==> src/rtl/mdu_pkg.sv <==
// mdu_pkg: shared definitions for the iterative multiply/divide unit.
//   - mdu_op_e    : operation encoding on op_i
//   - mdu_state_e : controller states
//   - is_div / is_signed : operation decode helpers
package mdu_pkg;

  typedef enum logic [1:0] {
    MDU_MULT  = 2'b00,
    MDU_MULTU = 2'b01,
    MDU_DIV   = 2'b10,
    MDU_DIVU  = 2'b11
  } mdu_op_e;

  typedef enum logic [1:0] {
    IDLE  = 2'd0,
    CALC  = 2'd1,
    FIXUP = 2'd2,
    DONE  = 2'd3
  } mdu_state_e;

  function automatic logic is_div(input logic [1:0] op);
    return op[1];
  endfunction

  function automatic logic is_signed(input logic [1:0] op);
    return ~op[0];
  endfunction

endpackage

==> src/rtl/mdu_cneg.sv <==
// mdu_cneg: conditional two's-complement negate.
// Ports:
//   i_val [W-1:0] : input value
//   i_neg         : 1 = negate, 0 = pass through
//   o_val [W-1:0] : result
module mdu_cneg #(
  parameter int W = 32
) (
  input  logic [W-1:0] i_val,
  input  logic         i_neg,
  output logic [W-1:0] o_val
);

  assign o_val = i_neg ? (~i_val + W'(1)) : i_val;

endmodule

==> src/rtl/mdu_iter.sv <==
// mdu_iter: iterative multiply/divide unit with HI/LO result registers.
// One result bit per cycle: shift-add multiply, restoring divide; signed ops
// run on magnitudes and are sign-corrected in FIXUP.
// Optional build macro: MDU_EARLY_OUT_EN (multiply leaves CALC as soon as the
// remaining multiplier bits are zero; results unchanged).
// Ports:
//   clk_i, rst_i (async, active low)
//   valid_i / ready_o     : request handshake
//   op_i, a_i, b_i        : operation and operands
//   flush_i               : abort in-flight op, block accept
//   busy_o, done_o, div0_o: status
//   hi_o, lo_o            : HI/LO registers
//
// state | meaning
// IDLE  | waiting for a request
// CALC  | one multiply/divide step per cycle, counter WIDTH-1 down to 0
// FIXUP | sign correction, HI/LO written at the end of this cycle
// DONE  | done_o pulse; may accept the next request
module mdu_iter
  import mdu_pkg::*;
#(
  parameter int WIDTH = 32
) (
  input  logic             clk_i,
  input  logic             rst_i,
  input  logic             valid_i,
  output logic             ready_o,
  input  logic [1:0]       op_i,
  input  logic [WIDTH-1:0] a_i,
  input  logic [WIDTH-1:0] b_i,
  input  logic             flush_i,
  output logic             busy_o,
  output logic             done_o,
  output logic             div0_o,
  output logic [WIDTH-1:0] hi_o,
  output logic [WIDTH-1:0] lo_o
);

  localparam int CW = $clog2(WIDTH);

  mdu_state_e           r_state, w_state_nxt;
  logic [CW-1:0]        r_cnt;
  logic                 r_is_div, r_neg_a, r_neg_b;
  logic [2*WIDTH-1:0]   r_acc;
  logic [2*WIDTH-1:0]   r_mcand;
  logic [WIDTH-1:0]     r_opb;
  logic [WIDTH-1:0]     r_hi, r_lo;
  logic                 r_div0;

  logic                 w_ready, w_accept, w_div0_in, w_calc_last;
  logic                 w_neg_a_in, w_neg_b_in;
  logic [WIDTH-1:0]     w_mag_a, w_mag_b;
  logic [2*WIDTH-1:0]   w_mul_acc;
  logic [WIDTH:0]       w_rem_shift;
  logic                 w_ge;
  logic [WIDTH-1:0]     w_rem_diff, w_rem_nxt, w_quo_nxt;
  logic [2*WIDTH-1:0]   w_prod_fix;
  logic [WIDTH-1:0]     w_quo_fix, w_rem_fix;

  assign w_ready    = (r_state == IDLE) || (r_state == DONE);
  assign w_accept   = valid_i & w_ready & ~flush_i;
  assign w_div0_in  = is_div(op_i) && (b_i == '0);
  assign w_neg_a_in = is_signed(op_i) & a_i[WIDTH-1];
  assign w_neg_b_in = is_signed(op_i) & b_i[WIDTH-1];

  mdu_cneg #(.W(WIDTH)) u_mag_a (.i_val(a_i), .i_neg(w_neg_a_in), .o_val(w_mag_a));
  mdu_cneg #(.W(WIDTH)) u_mag_b (.i_val(b_i), .i_neg(w_neg_b_in), .o_val(w_mag_b));

  // Multiply step: add the left-shifting multiplicand when the current
  // multiplier bit is set.
  assign w_mul_acc = r_acc + (r_opb[0] ? r_mcand : '0);

  // Restoring divide step: r_acc holds {remainder, dividend/quotient}.
  // A set top bit of the shifted remainder already guarantees it exceeds the
  // divisor, so the W-bit difference is exact whenever w_ge is true.
  assign w_rem_shift = {r_acc[2*WIDTH-1:WIDTH], r_acc[WIDTH-1]};
  assign w_ge        = w_rem_shift[WIDTH] | (w_rem_shift[WIDTH-1:0] >= r_opb);
  assign w_rem_diff  = w_rem_shift[WIDTH-1:0] - r_opb;
  assign w_rem_nxt   = w_ge ? w_rem_diff : w_rem_shift[WIDTH-1:0];
  assign w_quo_nxt   = {r_acc[WIDTH-2:0], w_ge};

  mdu_cneg #(.W(2*WIDTH)) u_fix_prod (.i_val(r_acc), .i_neg(r_neg_a ^ r_neg_b), .o_val(w_prod_fix));
  mdu_cneg #(.W(WIDTH)) u_fix_quo (.i_val(r_acc[WIDTH-1:0]), .i_neg(r_neg_a ^ r_neg_b), .o_val(w_quo_fix));
  mdu_cneg #(.W(WIDTH)) u_fix_rem (.i_val(r_acc[2*WIDTH-1:WIDTH]), .i_neg(r_neg_a), .o_val(w_rem_fix));

`ifdef MDU_EARLY_OUT_EN
  assign w_calc_last = (r_cnt == '0) || (!r_is_div && (r_opb[WIDTH-1:1] == '0));
`else
  assign w_calc_last = (r_cnt == '0);
`endif

  always_ff @(posedge clk_i or negedge rst_i) begin
    if (!rst_i) r_state <= IDLE;
    else        r_state <= w_state_nxt;
  end

  always_comb begin
    w_state_nxt = r_state;
    unique case (r_state)
      IDLE, DONE: begin
        if (w_accept) begin
          if (w_div0_in) w_state_nxt = DONE;
`ifdef MDU_EARLY_OUT_EN
          else if (!is_div(op_i) && (w_mag_b == '0)) w_state_nxt = FIXUP;
`endif
          else w_state_nxt = CALC;
        end else begin
          w_state_nxt = IDLE;
        end
      end
      CALC: begin
        if (flush_i)          w_state_nxt = IDLE;
        else if (w_calc_last) w_state_nxt = FIXUP;
      end
      FIXUP:   w_state_nxt = flush_i ? IDLE : DONE;
      default: w_state_nxt = IDLE;
    endcase
  end

  always_comb begin
    ready_o = 1'b0;
    busy_o  = 1'b0;
    done_o  = 1'b0;
    unique case (r_state)
      IDLE:        ready_o = 1'b1;
      CALC, FIXUP: busy_o  = 1'b1;
      DONE: begin
        ready_o = 1'b1;
        done_o  = 1'b1;
      end
      default: ;
    endcase
  end

  always_ff @(posedge clk_i or negedge rst_i) begin
    if (!rst_i) begin
      r_cnt    <= '0;
      r_is_div <= 1'b0;
      r_neg_a  <= 1'b0;
      r_neg_b  <= 1'b0;
      r_acc    <= '0;
      r_mcand  <= '0;
      r_opb    <= '0;
      r_hi     <= '0;
      r_lo     <= '0;
      r_div0   <= 1'b0;
    end else if (w_accept) begin
      r_cnt    <= CW'(WIDTH - 1);
      r_is_div <= is_div(op_i);
      r_neg_a  <= w_neg_a_in;
      r_neg_b  <= w_neg_b_in;
      r_mcand  <= {{WIDTH{1'b0}}, w_mag_a};
      r_opb    <= w_mag_b;
      r_acc    <= is_div(op_i) ? {{WIDTH{1'b0}}, w_mag_a} : '0;
      if (w_div0_in) begin
        r_hi   <= a_i;
        r_lo   <= '1;
        r_div0 <= 1'b1;
      end
    end else if ((r_state == CALC) && !flush_i) begin
      if (r_cnt != '0) r_cnt <= r_cnt - 1'b1;
      if (r_is_div) begin
        r_acc <= {w_rem_nxt, w_quo_nxt};
      end else begin
        r_acc   <= w_mul_acc;
        r_mcand <= r_mcand << 1;
        r_opb   <= r_opb >> 1;
      end
    end else if ((r_state == FIXUP) && !flush_i) begin
      r_div0 <= 1'b0;
      if (r_is_div) begin
        r_hi <= w_rem_fix;
        r_lo <= w_quo_fix;
      end else begin
        r_hi <= w_prod_fix[2*WIDTH-1:WIDTH];
        r_lo <= w_prod_fix[WIDTH-1:0];
      end
    end
  end

  assign div0_o = r_div0;
  assign hi_o   = r_hi;
  assign lo_o   = r_lo;

endmodule

==> config.mk <==
export PLATFORM = sky130hd
export DESIGN_NAME = mdu_iter
export DESIGN_NICKNAME = d
export VERILOG_FILES = /design/src/rtl/mdu_pkg.sv /design/src/rtl/mdu_cneg.sv /design/src/rtl/mdu_iter.sv
export SDC_FILE = /design/constraint.sdc
export NUM_CORES = 1
export LEC_CHECK = 0
export CAP_MARGIN = 25
export CORE_UTILIZATION = 34
export DETAILED_ROUTE_END_ITERATION = 7
export SLEW_MARGIN = 10
export SYNTH_ARGS = -nofsm -noshare
export SYNTH_HDL_FRONTEND = slang
export SYNTH_HIERARCHICAL = 1
export SYNTH_SLANG_ARGS = --single-unit
export TNS_END_PERCENT = 20
==> constraint.sdc <==
create_clock -name clk_i -period 6.95 [get_ports clk_i]
set_input_delay 1.39 -clock clk_i [delete_from_list [all_inputs] [get_ports clk_i]]
set_output_delay 1.39 -clock clk_i [all_outputs]
set_load 0.02 [all_outputs]
==> reports/qor.yml, run 1 <==
finish:
  final_common_cell: "nand2_1"
  final_nets: 2947
  final_cell_mix: "nand2_1 (345), o21ai_0 (320), dfrtp_1 (234)"
  utilization_pct: 39.5
  layout-drive-gt1-share_pct: 7.44
  syn_to_final_growth_pct: 15.0
clocking:
  hold_buffers: 0
  cts_num_sinks: 235
  post_cts_buffers: 0
  clk_latency_ns: 0.59
  cts_buffer_depth: 3
  cts_resized: 0
  path_clk_slew_ns: 0.06
  clk_root_buffer_cell: "clkbuf_16"
  cts_tree: "yes"
  numCtsBuffers: 30
  htree_levels: 1
setup_path:
  cp.arrival_ns: 5.06
  critPathBufInv: 1
  cpMostUsedCell: "a211o_1"
  cp_slowest_stage_delay_ns: 0.69
  cp.required_ns: 7.43
  rrSetupSlack_ns: 2.37
  crit_family: "compound AO/OA/AOI/OAI gates"
  start_kind: "flop"
  cpMaxStageDelayCell: "a31oi_4"
  reg2reg_depth: 13
  critPathCaptureType: "flop"
  timing.rr.end: "r_acc[40]$_DFFE_PN0P_"
  worstPathCellList: "ha_1, fa_1, nand2b_1, a211o_1, a211o_1, o211ai_2, o221ai_1, a31oi_4, buf_4, mux2_2, nand2_1, o21ai_0, a22o_1"
  critPathKind: "flop to flop"
  crit_fanout: 22
  r2r_start: "r_opb[0]$_DFFE_PN0P_"
min_path:
  hold_depth: 2
  hold_path_end: "hi_o[23]$_DFFE_PN0P_"
  hp-start: "hi_o[23]$_DFFE_PN0P_"
  hold_class: "flop to flop"
timing:
  skew_ns: 0.0138
  worst_pin_slew_ns: 0.988
  slew_headroom_pct: 33.5
  post-route-period-util_pct: 65.9
  rsz0062_at_grt: "false"
  max_freq_ghz: 0.218
  hold_viol: 0
  final.setup.tns_ns: 0
  drv_slew: 0
  setup_viol: 0
  hold_slack_ns: 0.477
  post-route-min-period_ns: 4.58
run_status:
  run_status: "finished clean"
yosys:
  netlist_instances: 2714
  synthTopCellsByArea: "dfrtp_1 (27%), xnor2_1 (9.1%), o21ai_0 (7.3%)"
  synth.distinct_cells: 95
  synth_edf_count: 0
  ys_seq_elements: 235
  synth-async-reset-ratio_pct: 100
  synthFlopType: "dfrtp_1"
  ys_seq_area_share_pct: 26.6
  synth.top_cell.area_share_pct: 26.6
  synth_area_per_cell_um2: 8.14
  yosys_warnings: 6
  synth_area_um2: 22100
  synth_top_cell_by_area: "dfrtp_1"
  syn-num-nets: 2891
die:
  die_h_um: 257
  floorplan.initialDensity_pct: 34.3
  core_um2: 64300
  rows: 93
  die_w_um: 257
  dieArea_um2: 66000
  io_pins: 138
power_and_ir_drop:
  ir_drop_mv: 0.203
  power_frac_comb_pct: 58.2
  leakage_nw: 10.0
  power_switching_share_pct: 47.1
  p_seq_share_pct: 24.9
  internal_power_w: 0.00536
  power_density_nw_per_um2: 399
  p_switching_w: 0.00478
  power_frac_clock_pct: 16.9
grt:
  grt_pass1_vias: 19000
  grt_max_degree: 86
  grt_first_pass_wirelength_mm: 111
  grtUsageTotal_pct: 20.9
  antenna_found_initial: 0
  gr-total-overflow: 0
routing:
  avgViaCountPerCell: 5.61
  drt_first_iter_violations: 1374
  detail-route-antenna-nets: 0
  num_vias: 20500
  post_drt_wl_per_cell_um: 19.3
  drc: 0
  routed_wl_mm: 70.5
  drtPass1Iterations: 6
place:
  globalplace.congestion: 0.945
  io_buffers: 137
  post-dp-hpwl_mm: 53.4
flow_run:
  cap_violations: 0
## worst register-to-register path: stages, from the launching register on
cell and delay [ns]:
dfrtp_1 0.63, ha_1 0.35, fa_1 0.40, nand2b_1 0.18
a211o_1 0.30, a211o_1 0.32, o211ai_2 0.22, o221ai_1 0.23
a31oi_4 0.69, buf_4 0.43, mux2_2 0.38, nand2_1 0.06
o21ai_0 0.09, a22o_1 0.20
## state kept, by name, summed over array words and instances, names as in the netlist
signal / flops
lo_o: 32
r_opb: 32
div0_o: 1
hi_o: 32
r_cnt: 5
r_neg_a: 1
r_acc: 64
r_state: 2
r_is_div: 1
r_mcand: 64
r_neg_b: 1
## metal layers
layer  wire length [µm]  global-route usage (%)
met1              31800                    28.0
met2              33800                    35.7
met3               2880                    1.90
met4               2020                    5.67
met5                  0                       0
## area by class of cell
type	count	area [µm²]
fill	6595	38900
multi-input combinational	2253	15400
sequential	235	5880
timing repair buffer	173	1690
tap	855	1070
clock buffer	39	876
inverter	77	289
clock inverter	17	206
antenna	1	2.50
## per-stage QoR
| stage | instances | power [W] | setup WS (ns) | instance area [µm²] |
|---|---|---|---|---|
| after floorplan | 2714 | 0.00672 | 3.47 | 22100 |
| after global placement | 3590 | 0.00839 | 2.34 | 24300 |
| after detailed placement | 3591 | 0.00842 | 2.27 | 24300 |
| after CTS | 3647 | 0.0102 | 2.41 | 25300 |
| after global routing | 3649 | 0.0109 | 2.10 | 25400 |
| final | 3650 | 0.0101 | 2.37 | 25400 |
## cells by family after synthesis
group / count (synthesis) / share of synthesized area, %
AND/OR/NAND/NOR: 889 / 21.1
AO/OA/AOI/OAI: 828 / 24.1
XOR/XNOR: 267 / 10.6
flip-flops: 235 / 26.6
buffers and inverters: 226 / 4.03
multiplexers: 162 / 7.37
adder cells (fa/ha/maj): 107 / 6.13
## power groups by stage
stage	combinational [W]	clock (W)	sequential [W]
2_1_floorplan	0.00424	0	0.00248
3_3_place_gp	0.00586	0	0.00253
3_5_place_dp	0.00588	0	0.00254
4_1_cts	0.00590	0.00175	0.00252
5_1_grt	0.00653	0.00180	0.00260
6_report	0.00590	0.00171	0.00252
## synthesized netlist by cell type (all sizes together) (6+ instances only)
library cell,number
o211ai,31
or2,14
nor3,38
a21oi,193
or3,24
nand2b,22
o21a,14
a22oi,12
and2,71
xor2,37
or2b,8
nand3b,7
a21o,41
nand4,35
a211oi,11
dfrtp,235
mux2i,157
nor2b,19
inv,77
a221oi,6
and3,9
a31oi,11
o21bai,21
o41ai,53
ha,105
o221ai,10
o31ai,64
nor4,43
nand2,346
nand3,69
buf,36
xnor2,230
nor2,153
clkbuf,113
or4,18
o21ai,323
## worst max-delay path by stage
| stage | start | to | slack [ns] | cells after the start |
|---|---|---|---|---|
| finish | r_opb[0]$_DFFE_PN0P_ | r_acc[40]$_DFFE_PN0P_ | 2.37 | 13 |
| global route | r_opb[0]$_DFFE_PN0P_ | r_acc[40]$_DFFE_PN0P_ | 2.10 | 13 |
| global placement | valid_i | r_acc[56]$_DFFE_PN0P_ | 2.34 | 8 |
| detailed placement | valid_i | r_acc[56]$_DFFE_PN0P_ | 2.27 | 8 |
| CTS | r_opb[0]$_DFFE_PN0P_ | r_acc[40]$_DFFE_PN0P_ | 2.41 | 13 |
| floorplan | r_opb[0]$_DFFE_PN0P_ | r_acc[60]$_DFFE_PN0P_ | 3.47 | 14 |
Power figures use the tool's default switching activity.
==> run 2, diff against run 1 <==
Clock period 6.95 ns to 4 ns, I/O delays scaled along.
==> run 2 against run 1 <==
Non-clock buffer count is 76 higher; worst hold slack worse by 0.32 ns; clock power is 68% higher; flip-flop and latch count did not move; via count grew 1.3%; die area unchanged; critical path type unchanged; largest cell class unchanged.
==> reports/qor.yml, run 2 (synthesis results as in run 1) <==
die:
  floorplan.initialDensity_pct: 34.3
  dieArea_um2: 66000
  die_h_um: 257
  rows: 93
  die_w_um: 257
  core_um2: 64300
  io_pins: 138
timing:
  rsz0062_at_grt: "true"
  drv_slew: 0
  max_freq_ghz: 0.261
  setup_viol: 0
  slew_headroom_pct: 38.5
  post-route-min-period_ns: 3.83
  worst_pin_slew_ns: 0.922
  skew_ns: 0.0191
  hold_viol: 0
  post-route-period-util_pct: 95.7
finish:
  layout-drive-gt1-share_pct: 9.83
  final_cell_mix: "nand2_1 (345), o21ai_0 (319), dfrtp_1 (234)"
  final_nets: 3023
  top_regs: "r_acc: 64 flops, r_mcand: 64 flops"
  final_common_cell: "nand2_1"
  layout.cells.non_filler: 3725
  num-fill-cells: 6628
  syn_to_final_growth_pct: 17.9
  diodes: 0
  regArea_um2: 5880
  multi_input_area_um2: 15400
power_and_ir_drop:
  power_frac_comb_pct: 62.4
  leakage_nw: 10.4
  power_switching_share_pct: 46.7
  power_frac_clock_pct: 16.0
  power_density_nw_per_um2: 690
  p_seq_share_pct: 21.6
  power_w: 0.0180
  ir_drop_mv: 0.480
  internal_power_w: 0.00958
  p_switching_w: 0.00838
place:
  io_buffers: 137
  post-dp-hpwl_mm: 56.4
  placed_cells: 3665
  globalplace.congestion: 0.981
clocking:
  cts_buffer_depth: 3
  htree_levels: 1
  numCtsBuffers: 30
  cts_tree: "yes"
  clk_latency_ns: 0.59
  cts_num_sinks: 235
  clk_root_buffer_cell: "clkbuf_16"
  hold_buffers: 0
  path_clk_slew_ns: 0.06
setup_path:
  critPathKind: "flop to flop"
  start_kind: "flop"
  cp.arrival_ns: 4.30
  reg2reg_depth: 14
  crit_fanout: 26
  cp.required_ns: 4.47
  critPathCaptureType: "flop"
routing:
  avgViaCountPerCell: 5.57
  drc: 0
  num_vias: 20700
  drtPass1Iterations: 5
  detail-route-antenna-nets: 0
  post_drt_wl_per_cell_um: 19.6
  routed_wl_mm: 72.9
  drt_first_iter_violations: 1532
min_path:
  hold_class: "input pin to asynchronous set/reset pin"
grt:
  grt_first_pass_wirelength_mm: 114
  gr-total-overflow: 0
  grt_pass1_vias: 19600
  grtUsageTotal_pct: 21.6
  antenna_found_initial: 0
  grt_max_degree: 191
flow_run:
  cap_violations: 0
run_status:
  run_status: "finished clean"
-- run 2: cell types whose count changed in the layout (fill, tap and decap cells not counted), moves of 2 or more --
cell	previous run	this run
clkbuf_1	1	7
buf_4	33	103
inv_6	2	0
clkinv_2	6	4
buf_12	1	9
-- run 2: what timing repair did --
item / in CTS / in global routing
buffers inserted: 0 / 4
endpoints found under the setup margin: 0 / 17
gates resized for setup: 0 / 6
endpoints found under the hold margin: 0 / 0
-- run 2: through the flow --
step	utilization (%)	cell area [µm²]	setup WS (ns)	hold WS, ns	TNS, ns
2_1_floorplan	-	22100	0.518	0.450	0
3_3_place_gp	38.7	24900	0.121	0.464	0
3_5_place_dp	38.7	24900	0.0887	0.474	0
4_1_cts	40.3	26000	0.0755	0.174	0
5_1_grt	40.4	26000	-0.0235	0.198	-0.0235
6_report	40.4	26000	0.172	0.160	0
-- run 2: path summary, 6_finish.rpt --
path,startpoint,endpoint,slack (ns)
worst max-delay path,r_opb[0]$_DFFE_PN0P_,r_acc[63]$_DFFE_PN0P_,0.17
worst min-delay path,rst_i,lo_o[24]$_DFFE_PN0P_,0.16
worst max register to register,r_opb[0]$_DFFE_PN0P_,r_acc[63]$_DFFE_PN0P_,0.17
worst min register to register,r_mcand[63]$_DFFE_PN0P_,r_mcand[63]$_DFFE_PN0P_,0.48
max in group asynchronous,rst_i,r_mcand[10]$_DFFE_PN0P_,2.87
min in group clk_i,r_mcand[63]$_DFFE_PN0P_,r_mcand[63]$_DFFE_PN0P_,0.48
-- run 2: critical path, cell delays in order (launching register included) --
cell and delay, ns:
dfrtp_1 0.40, buf_12 0.17, buf_4 0.19, and2_1 0.15
ha_1 0.41, a21oi_1 0.10, o21ai_0 0.37, a211oi_1 0.14
a211oi_1 0.47, nor3_4 0.13, o211a_4 0.31, o31ai_4 0.25
xor2_1 0.13, a21o_1 0.19, a211o_1 0.28
-- run 2: per-layer routing --
layer / track usage, % / routed length (µm) / up-vias / part of all wire, %
met5: 0 / 0 / - / 0
met4: 6.53 / 2550 / 0 / 3.5
met3: 2.30 / 3390 / 139 / 4.7
met2: 36.6 / 34500 / 575 / 47
met1: 28.6 / 32500 / 9900 / 45
li1: - / - / 10100 / -
-- run 2: cell type report --
cell class / count / area share (%)
multi-input cells: 2253 / 59.2
flip-flops and latches: 235 / 22.6
repair buffers: 249 / 8.95
well taps: 855 / 4.11
clock buffers: 46 / 3.50
inverters: 77 / 1.11
clock inverters: 10 / 0.510
-- run 2: power by group through the flow --
stage               clock network, W  registers [W]  logic (W)
global route                 0.00304        0.00399     0.0123
detailed placement                 0        0.00392     0.0111
finish                       0.00288        0.00388     0.0112
CTS                          0.00295        0.00388     0.0112
floorplan                          0        0.00431    0.00736
global placement                   0        0.00391     0.0111
==> run 3, diff against run 2 <==
Settings changed: CTS_BUF_LIST set to sky130_fd_sc_hd__clkbuf_4, SETUP_SLACK_MARGIN set to 0.3.
==> run 3 against run 2 <==
Highest routed layer unchanged; largest power group unchanged; flip-flop and latch count stayed put; critical endpoint is now r_acc[35]$_DFFE_PN0P_; largest cell class unchanged; sequential power is essentially flat; routed wire length grew 2.0%; register-to-register slack improved by 0.13 ns; non-clock buffer count rose by 14; sequential share of layout area decreased by 0.20 points; cell area increased by 0.92%; final cell count is 2.4% higher; global-route usage increased by 0.39 points.
==> reports/qor.yml, run 3 (synthesis results as in run 1) <==
clocking:
  cts_buffer_depth: 3
  cts_num_sinks: 235
  clk_latency_ns: 0.85
  path_clk_slew_ns: 0.06
  clk_root_buffer_cell: "clkbuf_4"
  numCtsBuffers: 72
  cts_tree: "yes"
  htree_levels: 3
timing:
  setup_viol: 0
  worst_pin_slew_ns: 0.928
  hold_viol: 0
  skew_ns: 0.0545
  rsz0062_at_grt: "true"
  post-route-period-util_pct: 92.5
  drv_slew: 0
  max_freq_ghz: 0.270
  hold_slack_ns: 0.484
  slew_headroom_pct: 38.1
  final.setup.tns_ns: 0
  post-route-min-period_ns: 3.70
place:
  globalplace.congestion: 0.981
  post-dp-hpwl_mm: 56.4
  io_buffers: 137
power_and_ir_drop:
  leakage_nw: 10.5
  power_density_nw_per_um2: 677
  power_w: 0.0178
  ir_drop_mv: 0.485
grt:
  gr-total-overflow: 0
  antenna_found_initial: 2
  grt_first_pass_wirelength_mm: 115
  grt_pass1_vias: 20000
  grt_max_degree: 191
  grtUsageTotal_pct: 22.0
finish:
  final_nets: 3079
  final_common_cell: "nand2_1"
  syn_to_final_growth_pct: 19.0
  final_cell_mix: "nand2_1 (345), o21ai_0 (315), dfrtp_1 (233)"
  top_regs: "r_acc: 64 flops, r_mcand: 64 flops"
  layout-drive-gt1-share_pct: 13.1
  num-fill-cells: 6646
flow_run:
  cap_violations: 0
die:
  dieArea_um2: 66000
  die_h_um: 257
  core_um2: 64300
  io_pins: 138
  rows: 93
  floorplan.initialDensity_pct: 34.3
  die_w_um: 257
setup_path:
  start_kind: "flop"
  crit_fanout: 13
  worstPathCellList: "buf_4, clkbuf_16, and2_1, ha_1, nand2_1, or3_1, nor4_1, o21ai_0, and3b_1, o41ai_2, xnor2_1, o221ai_1"
  critPathKind: "flop to flop"
  cp.arrival_ns: 4.38
  cp.required_ns: 4.68
  cp_slowest_stage_delay_ns: 0.43
  cpMaxStageDelayCell: "dfrtp_2"
  critPathCaptureType: "flop"
routing:
  drtPass1Iterations: 6
  drc: 0
  post_drt_wl_per_cell_um: 19.5
  routed_wl_mm: 74.4
  drt_first_iter_violations: 1445
  detail-route-antenna-nets: 0
  avgViaCountPerCell: 5.56
  num_vias: 21200
run_status:
  run_status: "finished clean"
min_path:
  hold_class: "flop to flop"
==> run 3: metal layers <==
layer	vias up	GRT usage (%)	share of wire (%)
li1	10300	-	-
met1	10100	28.6	44
met2	670	36.5	47
met3	174	3.28	5.3
met4	0	8.13	3.7
met5	-	0	0
==> run 3: final cells by class <==
type / count / area (µm²) / share of cell area (%)
multi-input combinational: 2253 / 15700 / 59.6
sequential: 235 / 5890 / 22.4
timing repair buffer: 263 / 2460 / 9.37
tap: 855 / 1070 / 4.07
clock buffer: 103 / 773 / 2.94
inverter: 77 / 289 / 1.10
clock inverter: 24 / 119 / 0.453
antenna: 5 / 12.5 / 0.0476
==> run 3: what timing repair did <==
action	in CTS	in global routing
gates cloned	0	1
hold buffers	1	0
endpoints found under the hold margin	62	0
pin swaps	3	26
setup endpoints to repair	17	30
resized for setup	5	49
setup buffers	3	13
==> run 3: report_power, final <==
| group | leakage, nW | internal (W) | switching (W) |
|---|---|---|---|
| logic | 6.93 | 0.00480 | 0.00664 |
| registers | 3.03 | 0.00317 | 0.000727 |
| clock network | 0.534 | 0.00125 | 0.00120 |
==> run 3: final timing paths <==
| kind | startpoint | end | slack (ns) | depth (start not counted) |
|---|---|---|---|---|
| max in group asynchronous | rst_i | r_mcand[2]$_DFFE_PN0P_ | 2.50 | 4 |
| worst max-delay path | r_opb[0]$_DFFE_PN0P_ | r_acc[35]$_DFFE_PN0P_ | 0.30 | 12 |
| min in group asynchronous | rst_i | lo_o[24]$_DFFE_PN0P_ | 0.53 | 2 |
| worst min-delay path | hi_o[5]$_DFFE_PN0P_ | hi_o[5]$_DFFE_PN0P_ | 0.48 | 2 |
| worst min register to register | hi_o[5]$_DFFE_PN0P_ | hi_o[5]$_DFFE_PN0P_ | 0.48 | 2 |
| worst max register to register | r_opb[0]$_DFFE_PN0P_ | r_acc[35]$_DFFE_PN0P_ | 0.30 | 12 |
==> run 3: critical path, delay by kind of cell, from the launching register on <==
kind            cells  cell delay, ns
simple gates        5            1.37
fa+ha+maj           1            0.39
buf+inv             2            0.34
compound gates      3            0.82
flops               1            0.43
xor+xnor            1            0.23
==> run 3: per-stage QoR <==
step                instance area, µm²  std cells  utilization (%)  setup slack [ns]
floorplan                        22100       2714                -             0.518
global route                     26300       3814             40.8             0.236
CTS                              25900       3796             40.2             0.249
finish                           26300       3815             40.8             0.299
global placement                 24900       3665             38.7             0.121
detailed placement               24900       3665             38.7            0.0887
